--- config.mk ---
export PLATFORM = sky130hd
export DESIGN_NAME = speculative_fifo_controller
export DESIGN_NICKNAME = d
export VERILOG_FILES = /design/src/rtl/spec_fifo_pkg.sv /design/src/rtl/spec_fifo_mask_array.sv /design/src/rtl/speculative_fifo_controller.sv
export SDC_FILE = /design/constraint.sdc
export NUM_CORES = 1
export LEC_CHECK = 0
export ABC_AREA = 1
export CORE_MARGIN = 5
export CORE_UTILIZATION = 50
export DETAILED_ROUTE_END_ITERATION = 16
export GPL_TIMING_DRIVEN = 0
export PLACE_DENSITY = 0.71
export SLEW_MARGIN = 10
export SYNTH_ARGS = -nofsm -noshare
export SYNTH_HDL_FRONTEND = slang
export SYNTH_HIERARCHICAL = 1
export SYNTH_SLANG_ARGS = --single-unit
--- constraint.sdc ---
create_clock -name clk -period 8.7 [get_ports clk]
set_input_delay 0.87 -clock clk [delete_from_list [all_inputs] [get_ports clk]]
set_output_delay 0.87 -clock clk [all_outputs]
set_load 0.02 [all_outputs]
--- src/rtl/spec_fifo_pkg.sv ---
// Shared width helpers, branch-mask type and resolve kind for the speculative FIFO controller.
package spec_fifo_pkg;

  localparam int NUM_BR_DEFAULT = 4;

  typedef logic [NUM_BR_DEFAULT-1:0] br_mask_t;

  typedef enum logic {
    RESOLVE_CORRECT    = 1'b0,
    RESOLVE_MISPREDICT = 1'b1
  } resolve_kind_e;

  function automatic int calc_pw(input int depth);
    return $clog2(depth);
  endfunction

  function automatic int calc_cw(input int depth);
    return $clog2(depth) + 1;
  endfunction

  function automatic int calc_iw(input int num_in);
    return $clog2(num_in + 1);
  endfunction

  function automatic int calc_tw(input int num_br);
    return $clog2(num_br);
  endfunction

endpackage

--- src/rtl/spec_fifo_mask_array.sv ---
// Per-slot valid bits and branch-dependency masks, with tag clearing, squash
// detection and the count of entries that survive a misprediction.
module spec_fifo_mask_array
  import spec_fifo_pkg::*;
#(
  parameter int DEPTH  = 8,
  parameter int NUM_IN = 2,
  parameter int NUM_BR = 4,
  localparam int PW = calc_pw(DEPTH),
  localparam int CW = calc_cw(DEPTH),
  localparam int IW = calc_iw(NUM_IN),
  localparam int TW = calc_tw(NUM_BR)
) (
  input  logic              clk,
  input  logic              rst,
  input  logic              push_en,
  input  logic [PW-1:0]     push_base,
  input  logic [IW-1:0]     push_count,
  input  logic [NUM_BR-1:0] push_mask,
  input  logic              pop_en,
  input  logic [PW-1:0]     head_idx,
  input  logic              clear_en,
  input  logic              flush,
  input  logic [TW-1:0]     resolve_tag,
  output logic [DEPTH-1:0]  entry_valid,
  output logic [NUM_BR-1:0] head_mask,
  output logic              squash_any,
  output logic [CW-1:0]     survivor_count
);

  logic [DEPTH-1:0]  valid_q;
  logic [DEPTH-1:0]  valid_d;
  logic [NUM_BR-1:0] mask_q [DEPTH];
  logic [NUM_BR-1:0] mask_d [DEPTH];
  logic [DEPTH-1:0]  squash_vec;
  logic [NUM_BR-1:0] clear_bit;
  logic [PW-1:0]     push_slot;

  always_comb begin
    clear_bit = '0;
    clear_bit[resolve_tag] = clear_en;
  end

  always_comb begin
    squash_vec = '0;
    for (int s = 0; s < DEPTH; s++) begin
      squash_vec[s] = flush && valid_q[s] && mask_q[s][resolve_tag];
    end
  end

  // Survivors are counted including the head, so head + survivors is the new
  // tail whether or not the head is popped in the same cycle.
  always_comb begin
    survivor_count = '0;
    for (int s = 0; s < DEPTH; s++) begin
      survivor_count = survivor_count + CW'(valid_q[s] && !squash_vec[s]);
    end
  end

  always_comb begin
    valid_d   = valid_q & ~squash_vec;
    push_slot = '0;
    for (int s = 0; s < DEPTH; s++) begin
      mask_d[s] = mask_q[s] & ~clear_bit;
    end
    if (pop_en) begin
      valid_d[head_idx] = 1'b0;
    end
    if (push_en) begin
      for (int k = 0; k < NUM_IN; k++) begin
        if (IW'(k) < push_count) begin
          push_slot          = push_base + PW'(k);
          valid_d[push_slot] = 1'b1;
          mask_d[push_slot]  = push_mask & ~clear_bit;
        end
      end
    end
  end

  always_ff @(posedge clk or posedge rst) begin
    if (rst) begin
      valid_q <= '0;
      for (int s = 0; s < DEPTH; s++) begin
        mask_q[s] <= '0;
      end
    end else begin
      valid_q <= valid_d;
      for (int s = 0; s < DEPTH; s++) begin
        mask_q[s] <= mask_d[s];
      end
    end
  end

  assign entry_valid = valid_q;
  assign head_mask   = mask_q[head_idx];
  assign squash_any  = |squash_vec;

endmodule

--- src/rtl/speculative_fifo_controller.sv ---
// Control-only circular FIFO with branch-tag speculation: owns head/tail pointers,
// handshakes and occupancy; slot state lives in spec_fifo_mask_array.
module speculative_fifo_controller
  import spec_fifo_pkg::*;
#(
  parameter int DEPTH  = 8,
  parameter int NUM_IN = 2,
  parameter int NUM_BR = 4,
  localparam int PW = calc_pw(DEPTH),
  localparam int CW = calc_cw(DEPTH),
  localparam int IW = calc_iw(NUM_IN),
  localparam int TW = calc_tw(NUM_BR)
) (
  input  logic              clk,
  input  logic              rst,
  input  logic              i_valid,
  output logic              i_ready,
  input  logic [IW-1:0]     i_count,
  input  logic [NUM_BR-1:0] i_br_mask,
  output logic              o_valid,
  input  logic              o_ready,
  output logic [NUM_BR-1:0] o_br_mask,
  input  logic              i_resolve_valid,
  input  logic [TW-1:0]     i_resolve_tag,
  input  logic              i_resolve_mispredict,
  output logic [PW-1:0]     o_wr_ptr,
  output logic [PW-1:0]     o_rd_ptr,
  output logic [CW-1:0]     o_count,
  output logic [DEPTH-1:0]  o_entry_valid
);

  logic [CW-1:0]     head_q;
  logic [CW-1:0]     head_d;
  logic [CW-1:0]     tail_q;
  logic [CW-1:0]     tail_d;
  logic [CW-1:0]     count;
  logic [CW-1:0]     survivor_count;
  logic [NUM_BR-1:0] head_mask;
  resolve_kind_e     resolve_kind;
  logic              flush;
  logic              clear_en;
  logic              push_en;
  logic              pop_en;
  logic              squash_any;

  always_comb begin
    resolve_kind = i_resolve_mispredict ? RESOLVE_MISPREDICT : RESOLVE_CORRECT;
    flush        = i_resolve_valid && (resolve_kind == RESOLVE_MISPREDICT);
    clear_en     = i_resolve_valid && (resolve_kind == RESOLVE_CORRECT);
  end

  // Readiness looks only at current occupancy; a same-cycle pop never makes room.
  assign count   = tail_q - head_q;
  assign i_ready = (count <= CW'(DEPTH - NUM_IN)) && !flush;
  assign o_valid = (count != '0) && !(flush && head_mask[i_resolve_tag]);
  assign push_en = i_valid && i_ready;
  assign pop_en  = o_valid && o_ready;

  always_comb begin
    head_d = head_q + CW'(pop_en);
    tail_d = tail_q;
    if (flush && squash_any) begin
      tail_d = head_q + survivor_count;
    end else if (push_en) begin
      tail_d = tail_q + CW'(i_count);
    end
  end

  always_ff @(posedge clk or posedge rst) begin
    if (rst) begin
      head_q <= '0;
      tail_q <= '0;
    end else begin
      head_q <= head_d;
      tail_q <= tail_d;
    end
  end

  spec_fifo_mask_array #(
    .DEPTH  (DEPTH),
    .NUM_IN (NUM_IN),
    .NUM_BR (NUM_BR)
  ) u_mask_array (
    .clk            (clk),
    .rst            (rst),
    .push_en        (push_en),
    .push_base      (tail_q[PW-1:0]),
    .push_count     (i_count),
    .push_mask      (i_br_mask),
    .pop_en         (pop_en),
    .head_idx       (head_q[PW-1:0]),
    .clear_en       (clear_en),
    .flush          (flush),
    .resolve_tag    (i_resolve_tag),
    .entry_valid    (o_entry_valid),
    .head_mask      (head_mask),
    .squash_any     (squash_any),
    .survivor_count (survivor_count)
  );

  assign o_count   = count;
  assign o_wr_ptr  = tail_q[PW-1:0];
  assign o_rd_ptr  = head_q[PW-1:0];
  assign o_br_mask = head_mask;

endmodule

# After elaboration in Yosys (flattened, before gate mapping)
# Index checks and enable logic that the tools add are counted.
# word_totals
reg_bits,48
latchBits,0
ramBits,0
rom_bits,0
out_inout_bits,24
wordCells,158
n_memories,0
# classes
add_sub_neg,12
multipliers,0
div,0
magnitude_cmp,16
n_eq_ne,0
n_shift,0
mux,47
n_bitwise,21
reduce_logical,51
# ops
op,count
32-bit 2-to-1 mux,4
32-bit bitwise mux,2
4-bit bitwise AND,10
8-bit 2-to-1 mux,5
1-bit logical AND,38
4-bit by 1-bit adder with 4-bit output,7
4-bit demux with 3-bit select,2
4-bit 2-to-1 mux,6
1-bit binary-select mux with 2-bit select,9
8-bit bitwise AND,2
8-bit inverter,2
8-bit bitwise OR,2
1-bit 2-to-1 mux,14
4-bit binary-select mux with 3-bit select,1
"4-bit greater-or-equal comparator, second input constant",3
"3-bit by 4-bit less-than comparator with 1-bit output, second input constant",3
3-bit inverter with 4-bit output,3
1-bit logical NOT,10
1-bit demux with 3-bit select,3
"3-bit by 1-bit greater-or-equal comparator with 1-bit output, second input constant",3
"4-bit by 1-bit less-than comparator with 1-bit output, second input constant",2
8-bit OR reduction,1
4-bit by 2-bit adder with 4-bit output,1
4-bit adder,1
12 further kinds,13

# Depth between registers and ports, before layout
# Gate-level depths: netlist of run 1.
# depth
ltp_word,17
ltp_mapped,25
depth_no_buf,23

# Modules after synthesis
# The synthesis of run 1 kept the hierarchy.
# by_module_without_submodules
mod,n_inst,cells_per_inst,area_per_inst_um2,seq_area_each_um2
spec_fifo_mask_array,1,471,3026.7,1001.0
speculative_fifo_controller,1,124,904.6,200.2

# Worst setup path before layout of run 1
# OpenSTA, ideal clock, no wires.
# synth_path
path_type,input port to flip-flop
startpoint,input i_resolve_tag[0]
endpoint,register tail_q[2]
arrival_time_ns,4.620
required_time_ns,8.583
slack_ns,3.963
cell_stages,24
cell_sequence,buf_4 inv_2 buf_6 nand2_1 nand2_1 nand2_1 nand2_1 a21boi_1 fa_1 inv_1 fa_1 inv_1 fa_1 ha_1 inv_1 fa_1 inv_1 inv_1 fa_1 xnor2_1 nand2_1 o21ai_1 nand2_1 nand2_1
# synth_between
elab_chain_len,14
# synth_lines
element,line,rtl
start: declaration,speculative_fifo_controller.sv:24,"input logic [TW-1:0] i_resolve_tag,"
1-bit binary-select mux with 2-bit select,spec_fifo_mask_array.sv:47,squash_vec[s] = flush && valid_q[s] && mask_q[s][resolve_tag];
1-bit 2-to-1 mux (not written as such),spec_fifo_mask_array.sv:47,
1-bit logical AND,spec_fifo_mask_array.sv:47,
1-bit logical NOT,spec_fifo_mask_array.sv:56,survivor_count = survivor_count + CW'(valid_q[s] && !squash_vec[s]);
1-bit logical AND,spec_fifo_mask_array.sv:56,
1-bit by 1-bit adder with 2-bit output,spec_fifo_mask_array.sv:56,
4-bit by 1-bit adder with 4-bit output (5 in a row),spec_fifo_mask_array.sv:56,
4-bit by 1-bit adder with 4-bit output *,spec_fifo_mask_array.sv:56,
net survivor_count[1],speculative_fifo_controller.sv:37,logic [CW-1:0] survivor_count;
4-bit adder *,speculative_fifo_controller.sv:63,tail_d = head_q + survivor_count;
4-bit 2-to-1 mux *,speculative_fifo_controller.sv:62,if (flush && squash_any) begin
end signal: assignment,speculative_fifo_controller.sv:75,tail_q <= tail_d;
end: declaration,speculative_fifo_controller.sv:34,logic [CW-1:0] tail_q;
# Mark *: on every way through the listed nets, which the timed path passes. The rest lies on a longest branch. The select of a mux whose other input is x is not followed.
# A chain may end at the register's enable or synchronous reset.

# Worst setup path in the final report of run 1
# Ends and elaborated chain as after synthesis.

==> flow_summary_export.csv, run 1 <==
group,metric,value,unit
floorplanning,ios,38,
pwr,pwr-share-comb,67.7,%
route,wire_per_inst,14.58,um
global_routing,grt_pass1_vias,3553,
pwr,power.density,409.1,nW/um^2
logic_synthesis,ys_seq_elements,48,
global_routing,grt_max_degree,33,
timing,post-route-min-period,5.282,ns
timing,skew,0.009214,ns
floorplanning,die_w,98.67,um
floorplanning,core_area,7687,um^2
pwr,p_seq_share,23.0,%
route,drtPass1Iterations,5,
layout,antennaDiodeCount,0,
clock_network,cts.sinks,48,
layout,drive_gt1_share,10.14,%
timing,slew_headroom,57.86,%
route,drt_drc_violations_left,0,
clock_network,cts_resized,0,
layout,area_growth,16.14,%
layout,final_cell_mix,"nand2_1 (249), inv_1 (79), dfrtp_1 (48)",
clock_network,cts.htree.levels,2,
route,wl_met1,5.055,mm
placement,hpwl,8.290,mm
route,viasPerCell,5.131,
timing,worst_slew_pin_slew,0.6314,ns
pwr,clkPwrFrac,9.2,%
clock_network,ctsHoldBuffers,0,
floorplanning,start_util,51.14,%
logic_synthesis,yosysWarnings,6,
layout,design_area,4566,um^2
layout,mostFrequentLayoutCell,"nand2_1",
route,ant_nets,0,
worst_setup_path,crit_arrival,5.54,ns
logic_synthesis,syn_area_per_cell,6.607,um^2
logic_synthesis,synth.distinct_cells,37,
layout,fillCellCount,740,
pwr,internal-power,0.0009100,W
timing,setup_tns,0,ns
clock_network,path_clk_slew,0.10,ns
global_routing,grt.overflow.total,0,
route,wl_met3,719,um
route,drt_wl_total,10.83,mm
timing,fmax,0.1893,GHz
logic_synthesis,seq_area_frac_synth,30.55,%
logic_synthesis,synth_top_area_share,30.55,%
clock_network,cts_setup_buffers,0,
floorplanning,rows,32,
worst_setup_path,path_class,"in -> reg",
global_routing,antenna_found_initial,0,
global_routing,grt_first_pass_wirelength,17.62,mm
pwr,leakage,2.649,nW
global_routing,grtUsageTotal,22.55,%
worst_setup_path,critPathMaxFanout,10,
clock_network,tritoncts,"built",
worst_setup_path,critPathRequiredTime,8.96,ns
route,top_layer_used,"met4",
route,wl_met2,4.824,mm
route,drt-initial-drc-count,302,
timing,rsz0062_at_grt,"false",
status,status,"completed",
pwr,sw_frac_of_total,51.28,%
timing,hold_viol,0,
placement,gp_congestion,0.9485,
route,vias,3812,
hold_path,hold_class,"reg -> reg",
hold_path,hold_depth,2,
logic_synthesis,synth.area.top_cells,"dfrtp_1 (31%), nand2_1 (24%), inv_1 (7.6%), nand3_1 (6.0%), ha_1 (4.5%)",
clock_network,cts_root_buf,"clkbuf_8",
worst_setup_path,critPathCaptureType,"flop",
timing,slew_violations,0,
logic_synthesis,synth.net_count,630,
timing,final-setup-viol-count,0,
layout,final_nets,675,
clock_network,cts_made_buffers,5,
placement,place_area,4449,um^2
pwr,finalPower,0.001868,W
clock_network,clk_latency,0.32,ns
pwr,irDropWorstVdd,0.0001626,V
worst_setup_path,critPathLaunchType,"input pin",
pwr,netSwitchingPower,0.0009577,W
timing,timing.final.crit_share,60.71,%
worst_setup_path,worstRegToRegCells,21,
logic_synthesis,syn_area,3931,um^2
layout,post-route-util,59.39,%
logic_synthesis,yosys.area.top_type,"dfrtp_1",
logic_synthesis,postSynthCellCount,595,
clock_network,cts_buffer_depth,2,
placement,port_buffers,37,
run,cap_violations,0,
floorplanning,die_area,9736,um^2
floorplanning,die_y,98.67,um
==> power by group through the flow <==
stage               sequential (W)  clock, W  combinational, W
finish                    0.000430  0.000173           0.00127
global route              0.000444  0.000186           0.00141
CTS                       0.000426  0.000178           0.00126
floorplan                 0.000409         0          0.000862
global placement          0.000428         0           0.00122
detailed placement        0.000430         0           0.00125
==> routing by layer <==
layer / vias up / global-route usage [%]
li1: 1914 / -
met1: 1713 / 32.65
met2: 162 / 35.62
met3: 23 / 3.680
met4: 0 / 4.937
met5: - / 0
==> Yosys cell counts <==
library cell,number
nand2_1,249
inv_1,80
dfrtp_1,48
nand3_1,47
nor2_1,35
nand2_2,19
ha_1,14
buf_4,11
o21ai_0,11
o21ai_1,10
inv_2,8
fa_1,7
a21boi_1,5
buf_2,5
o211ai_1,5
o21a_1,5
a21oi_1,4
o2111ai_1,4
xnor2_1,4
xor2_1,4
clkbuf_1,2
nand3_2,2
nand3_4,2
a21boi_0,1
a21o_1,1
buf_6,1
clkinv_1,1
mux2i_1,1
nand2_4,1
nand2_8,1
nor2_4,1
nor3_1,1
nor3b_4,1
or2_1,1
or2_2,1
xnor2_2,1
xor2_2,1
==> cells by family after synthesis <==
| logic type | share of synthesized area, % |
|---|---|
| adder cells (fa/ha/maj) | 8.020 |
| buffers and inverters | 11.71 |
| XOR/XNOR | 2.610 |
| AO/OA/AOI/OAI | 7.321 |
| flip-flops | 30.55 |
| AND/OR/NAND/NOR | 39.53 |
| multiplexers | 0.2546 |
==> final cells by class <==
class,instances,area [um^2],area share (%)
multi-input combinational,439,2270,49.71
sequential,48,1201,26.31
timing repair buffer,38,390.4,8.550
inverter,89,334.1,7.317
tap,102,127.6,2.795
buffer,19,126.4,2.768
clock buffer,5,68.82,1.507
clock inverter,3,47.55,1.041
==> sequential cells by signal (all words and copies together), names as in the netlist <==
signal,count
u_mask_array/entry_valid,8
head_q,4
tail_q,4
u_mask_array/mask_q,32
==> worst max-delay path: stages <==
cell	delay [ns]
clkdlybuf4s50_1	0.52
buf_4	0.17
buf_4	0.19
nand2_1	0.07
o21ai_1	0.10
nand2_1	0.07
nand2_1	0.09
a21boi_0	0.14
fa_1	0.50
inv_1	0.05
fa_1	0.53
inv_1	0.06
fa_1	0.53
ha_1	0.18
inv_1	0.06
fa_1	0.44
inv_1	0.09
inv_1	0.06
fa_1	0.40
xnor2_1	0.16
nand2_1	0.07
o21ai_1	0.07
nand2_1	0.07
nand2_1	0.06
==> worst paths after layout <==
| check | from | endpoint | slack, ns |
|---|---|---|---|
| max | i_resolve_tag[0] | tail_q[2]$_DFFE_PP0P_ | 3.42 |
| min | u_mask_array/entry_valid[3]$_DFF_PP0_ | u_mask_array/entry_valid[3]$_DFF_PP0_ | 0.58 |
| max reg2reg | u_mask_array/mask_q[18]$_DFF_PP0_ | tail_q[2]$_DFFE_PP0P_ | 4.44 |
| min reg2reg | u_mask_array/entry_valid[3]$_DFF_PP0_ | u_mask_array/entry_valid[3]$_DFF_PP0_ | 0.58 |
| max in group asynchronous | rst | u_mask_array/mask_q[22]$_DFF_PP0_ | 7.42 |
| min in group asynchronous | rst | u_mask_array/entry_valid[0]$_DFF_PP0_ | 0.84 |
==> through the flow <==
stage | hold WS [ns] | setup WS [ns] | instances
6_report | 0.5808 | 3.418 | 743
4_1_cts | 0.5705 | 3.443 | 743
5_1_grt | 0.6081 | 3.115 | 743
3_5_place_dp | 0.5461 | 3.126 | 735
2_1_floorplan | 0.5208 | 3.963 | 595
3_3_place_gp | 0.5433 | 3.184 | 734
Power figures use the tool's default switching activity.
==> run 2: changes to the inputs <==
==> constraint.sdc (replaced) <==
create_clock -name clk -period 5.2 [get_ports clk]
set_input_delay 0.52 -clock clk [delete_from_list [all_inputs] [get_ports clk]]
set_output_delay 0.52 -clock clk [all_outputs]
set_load 0.02 [all_outputs]
==> flow_summary_export.csv, run 2 (synthesis results as in run 1) <==
group,metric,value,unit
timing,slew_headroom,59.48,%
worst_setup_path,path_class,"in -> reg",
route,drtPass1Iterations,5,
pwr,power.density,686.2,nW/um^2
pwr,pwr-share-comb,67.8,%
pwr,irDropWorstVdd,0.0002720,V
layout,regMostFlops,"u_mask_array/mask_q",
worst_setup_path,critical-path-top-cell-by-count,"nand2_1",
worst_setup_path,startpoint,"i_resolve_mispredict",
timing,fmax,0.2085,GHz
global_routing,grt_max_degree,33,
clock_network,tritoncts,"built",
pwr,internal-power,0.001528,W
global_routing,grt_first_pass_wirelength,17.62,mm
worst_setup_path,critPathCapture,"tail_q[3]$_DFFE_PP0P_",
clock_network,path_clk_slew,0.10,ns
worst_setup_path,critPathLaunchType,"input pin",
worst_setup_path,worstRegToRegCells,22,
route,drt_wl_total,10.87,mm
worst_setup_path,cp_slowest_cell,"fa_1",
layout,largest_register_ffs,32,
placement,hpwl,8.290,mm
timing,final-setup-viol-count,0,
clock_network,ctsHoldBuffers,0,
pwr,leakage,2.659,nW
timing,worst_slew_pin_slew,0.6072,ns
worst_setup_path,r2r_slack,0.93,ns
route,vias,3845,
clock_network,cts_made_buffers,5,
timing,post-route-min-period,4.796,ns
clock_network,cts_buffer_depth,2,
worst_setup_path,slowest_delay,0.53,ns
clock_network,cts_root_buf,"clkbuf_8",
floorplanning,rows,32,
timing,slew_violations,0,
route,drt_drc_violations_left,0,
worst_setup_path,worstPathCellList,"clkdlybuf4s50_1, nand2_1, inv_2, buf_2, a21boi_0, fa_1, inv_1, fa_1, inv_1, fa_1, ha_1, inv_1, fa_1, xnor2_1, ha_1, a21oi_2, nand2_1, nand2_1, nand2_1, o21ai_1, nand2_1, nand2_1",
route,viasPerCell,5.175,
timing,rsz0062_at_grt,"false",
layout,final_nets,675,
hold_path,hold_class,"in -> async",
clock_network,cts.sinks,48,
run,cap_violations,0,
timing,timing.final.crit_share,92.24,%
floorplanning,die_y,98.67,um
worst_setup_path,r2r-end,"tail_q[3]$_DFFE_PP0P_",
floorplanning,core_area,7687,um^2
worst_setup_path,critPathMaxFanout,10,
global_routing,grt.overflow.total,0,
clock_network,cts.htree.levels,2,
status,status,"completed",
route,ant_nets,0,
worst_setup_path,critPathCaptureType,"flop",
route,drt-initial-drc-count,320,
clock_network,cts_setup_buffers,0,
layout,mostFrequentLayoutCell,"nand2_1",
pwr,p_seq_share,22.9,%
floorplanning,start_util,51.14,%
timing,skew,0.009190,ns
pwr,sw_frac_of_total,51.30,%
worst_setup_path,worstReg2RegStart,"u_mask_array/mask_q[17]$_DFF_PP0_",
pwr,clkPwrFrac,9.3,%
worst_setup_path,crit_arrival,5.05,ns
clock_network,cts_resized,0,
layout,antennaDiodeCount,0,
pwr,finalPower,0.003137,W
timing,fin_ws,0.4036,ns
layout,final_cell_mix,"nand2_1 (249), inv_1 (79), dfrtp_1 (48)",
layout,fillCellCount,737,
placement,gp_congestion,0.9485,
global_routing,grtUsageTotal,22.55,%
floorplanning,die_area,9736,um^2
global_routing,antenna_found_initial,0,
global_routing,grt_pass1_vias,3553,
timing,hold_viol,0,
route,wire_per_inst,14.62,um
floorplanning,die_w,98.67,um
worst_setup_path,critPathRequiredTime,5.46,ns
placement,port_buffers,37,
placement,place_ws,-0.02439,ns
pwr,netSwitchingPower,0.001610,W
clock_network,clk_latency,0.32,ns
layout,drive_gt1_share,10.30,%
layout,area_growth,16.30,%
floorplanning,ios,38,
## run 2: cell type report
| class | count | area (um^2) | share of cell area [%] |
|---|---|---|---|
| inverters | 89 | 334.1 | 7.307 |
| clock buffers | 5 | 68.82 | 1.505 |
| clock inverters | 3 | 47.55 | 1.040 |
| well taps | 102 | 127.6 | 2.791 |
| flip-flops and latches | 48 | 1201 | 26.27 |
| repair buffers | 38 | 392.9 | 8.593 |
| plain buffers | 19 | 126.4 | 2.764 |
| multi-input cells | 439 | 2273 | 49.73 |
## run 2: how the worst min path moves through the flow
stage,depth (start not counted),slack [ns],to
3_3_place_gp,4,0.54,u_mask_array/mask_q[18]$_DFF_PP0_
2_1_floorplan,1,0.34,head_q[0]$_DFF_PP0_
3_5_place_dp,2,0.55,u_mask_array/entry_valid[0]$_DFF_PP0_
6_report,2,0.49,u_mask_array/entry_valid[0]$_DFF_PP0_
5_1_grt,2,0.51,u_mask_array/entry_valid[0]$_DFF_PP0_
4_1_cts,2,0.49,u_mask_array/entry_valid[0]$_DFF_PP0_
## run 2: metrics by stage
step | utilization [%] | std cells | cell area (um^2) | hold slack, ns | TNS [ns]
final | 59.47 | 743 | 4572 | 0.4876 | 0
after global routing | 59.47 | 743 | 4572 | 0.5089 | 0
after CTS | 59.39 | 743 | 4566 | 0.4945 | 0
after detailed placement | 57.88 | 735 | 4449 | 0.5461 | -0.04515
after global placement | 57.62 | 734 | 4429 | 0.5433 | 0
after floorplan | - | 595 | 3931 | 0.3357 | 0
## run 2: critical path: cells and delay by family
family,cells,cell delay [ns]
and+or+nand+nor,6,0.40
adders and majority gates,6,2.45
AOI/OAI and AO/OA,3,0.44
buffers and inverters,6,1.11
xor gates and xnor gates,1,0.14
## run 2: per-layer routing
| metal | routed length, um | part of all wire [%] | GRT usage [%] |
|---|---|---|---|
| met1 | 4918 | 45 | 32.65 |
| met2 | 4927 | 45 | 35.62 |
| met3 | 828 | 7.6 | 3.680 |
| met4 | 191 | 1.8 | 4.937 |
| met5 | 0 | 0 | 0 |
## run 2: power groups by stage
stage	sequential (W)	clock (W)	combinational, W
final	0.000719	0.000290	0.00213
after floorplan	0.000684	0	0.00144
after global placement	0.000716	0	0.00205
after detailed placement	0.000719	0	0.00210
after global routing	0.000742	0.000311	0.00237
after CTS	0.000712	0.000298	0.00211
==> run 3: changes to the inputs <==
--- a/config.mk
+++ b/config.mk
@@ -9,7 +9,7 @@
 export CORE_MARGIN = 5
 export CORE_UTILIZATION = 50
 export DETAILED_ROUTE_END_ITERATION = 16
-export GPL_TIMING_DRIVEN = 0
+export GPL_TIMING_DRIVEN = 1
 export PLACE_DENSITY = 0.71
 export SLEW_MARGIN = 10
 export SYNTH_ARGS = -nofsm -noshare
==> flow_summary_export.csv, run 3 (synthesis results as in run 1) <==
group,metric,value,unit
placement,hpwl,8.325,mm
layout,drive_gt1_share,8.439,%
clock_network,ctsHoldBuffers,0,
layout,regMostFlops,"u_mask_array/mask_q",
worst_setup_path,crit_arrival,4.91,ns
layout,antennaDiodeCount,0,
floorplanning,start_util,51.14,%
timing,slew_headroom,50.95,%
worst_setup_path,path_class,"in -> reg",
global_routing,grtUsageTotal,23.03,%
timing,post-route-min-period,4.654,ns
run,cap_violations,0,
layout,mostFrequentLayoutCell,"nand2_1",
worst_setup_path,critPathMaxFanout,17,
route,vias,3791,
timing,fmax,0.2149,GHz
pwr,p_seq_share,23.0,%
clock_network,path_clk_slew,0.11,ns
global_routing,grt.overflow.total,0,
timing,hold_viol,0,
route,viasPerCell,5.193,
floorplanning,core_area,7687,um^2
layout,post-route-util,58.45,%
floorplanning,die_w,98.67,um
route,drtPass1Iterations,5,
floorplanning,die_area,9736,um^2
clock_network,cts_made_buffers,5,
worst_setup_path,critPathRequiredTime,5.45,ns
clock_network,clk_latency,0.31,ns
pwr,power.density,695.4,nW/um^2
route,wire_per_inst,14.74,um
route,drt_drc_violations_left,0,
clock_network,tritoncts,"built",
floorplanning,die_y,98.67,um
layout,largest_register_ffs,32,
placement,gp_congestion,0.9082,
worst_setup_path,critPathCaptureType,"flop",
pwr,finalPower,0.003124,W
timing,skew,0.01667,ns
clock_network,cts_resized,0,
global_routing,grt_max_degree,41,
route,drt-initial-drc-count,327,
clock_network,cts_buffer_depth,2,
hold_path,hold_class,"in -> async",
pwr,pwr-share-comb,66.4,%
layout,final_nets,662,
pwr,irDropWorstVdd,0.0002547,V
floorplanning,rows,32,
pwr,clkPwrFrac,10.6,%
global_routing,grt_first_pass_wirelength,18.09,mm
placement,place_area,4355,um^2
timing,hold_ws,0.5271,ns
clock_network,cts.htree.levels,2,
clock_network,cts.sinks,48,
layout,area_growth,14.29,%
timing,worst_slew_pin_slew,0.7349,ns
timing,slew_violations,0,
route,drt_wl_total,10.76,mm
timing,timing.final.crit_share,89.49,%
floorplanning,ios,38,
timing,final-setup-viol-count,0,
clock_network,cts_root_buf,"clkbuf_8",
clock_network,cts_setup_buffers,0,
pwr,leakage,2.601,nW
pwr,sw_frac_of_total,50.93,%
global_routing,antenna_found_initial,0,
pwr,netSwitchingPower,0.001591,W
route,ant_nets,0,
timing,setup_tns,0,ns
global_routing,grt_pass1_vias,3546,
pwr,internal-power,0.001533,W
layout,design_area,4493,um^2
status,status,"completed",
timing,rsz0062_at_grt,"false",
layout,final_cell_mix,"nand2_1 (249), inv_1 (80), dfrtp_1 (48)",
worst_setup_path,critPathLaunchType,"input pin",
placement,port_buffers,37,
-- run 3: power by group through the flow --
stage,clock (W),sequential (W),combinational (W)
4_1_cts,0.000339,0.000714,0.00207
5_1_grt,0.000354,0.000743,0.00234
2_1_floorplan,0,0.000684,0.00144
3_5_place_dp,0,0.000720,0.00206
6_report,0.000331,0.000719,0.00207
3_3_place_gp,0,0.000718,0.00200
-- run 3: layout make-up --
type                    instances  area [um^2]
repair buffers                 44        422.9
inverters                      89        334.1
multi-input cells             439         2270
well taps                     102        127.6
clock buffers                   5        68.82
flip-flops and latches         48         1201
fillers                       776         3194
clock inverters                 3        68.82
-- run 3: metrics by stage --
stage / worst slack [ns] / std cells
after floorplan: 0.8131 / 595
after global placement: 0.2972 / 722
after detailed placement: 0.2242 / 722
after CTS: 0.5490 / 730
after global routing: 0.1377 / 730
final: 0.5465 / 730
-- run 3: worst max-delay path: stages --
cell	delay (ns)
clkdlybuf4s50_1	0.40
buf_4	0.19
inv_2	0.11
nand2_1	0.06
nand2_1	0.05
nand2_1	0.05
nand2_1	0.09
a21boi_1	0.08
fa_1	0.54
inv_1	0.06
fa_1	0.53
inv_1	0.06
fa_1	0.54
ha_1	0.16
inv_1	0.06
fa_1	0.37
xnor2_1	0.15
ha_1	0.32
a21oi_1	0.15
nand2_1	0.08
nand2_1	0.06
nand2_1	0.05
o21ai_1	0.10
nand2_1	0.06
nand2_1	0.06
-- run 3: path summary, 6_finish.rpt --
kind,from,to,slack [ns],depth (start not counted)
hold reg to reg,u_mask_array/entry_valid[0]$_DFF_PP0_,u_mask_array/entry_valid[0]$_DFF_PP0_,0.57,2
hold / removal,rst,tail_q[1]$_DFFE_PP0P_,0.53,2
setup reg to reg,u_mask_array/mask_q[18]$_DFF_PP0_,tail_q[3]$_DFFE_PP0P_,1.02,22
max in group asynchronous,rst,u_mask_array/mask_q[17]$_DFF_PP0_,4.12,3
setup / recovery,i_resolve_tag[0],tail_q[3]$_DFFE_PP0P_,0.55,25
min in group clk,u_mask_array/entry_valid[0]$_DFF_PP0_,u_mask_array/entry_valid[0]$_DFF_PP0_,0.57,2
-- run 3: metal layers --
layer	vias up	global-route usage [%]	part of all wire [%]	wire (um)
li1	1880	-	-	-
met1	1724	33.76	45	4832
met2	166	35.26	44	4760
met3	21	3.397	8.4	903
met4	0	6.828	2.4	261
met5	-	0	0	0
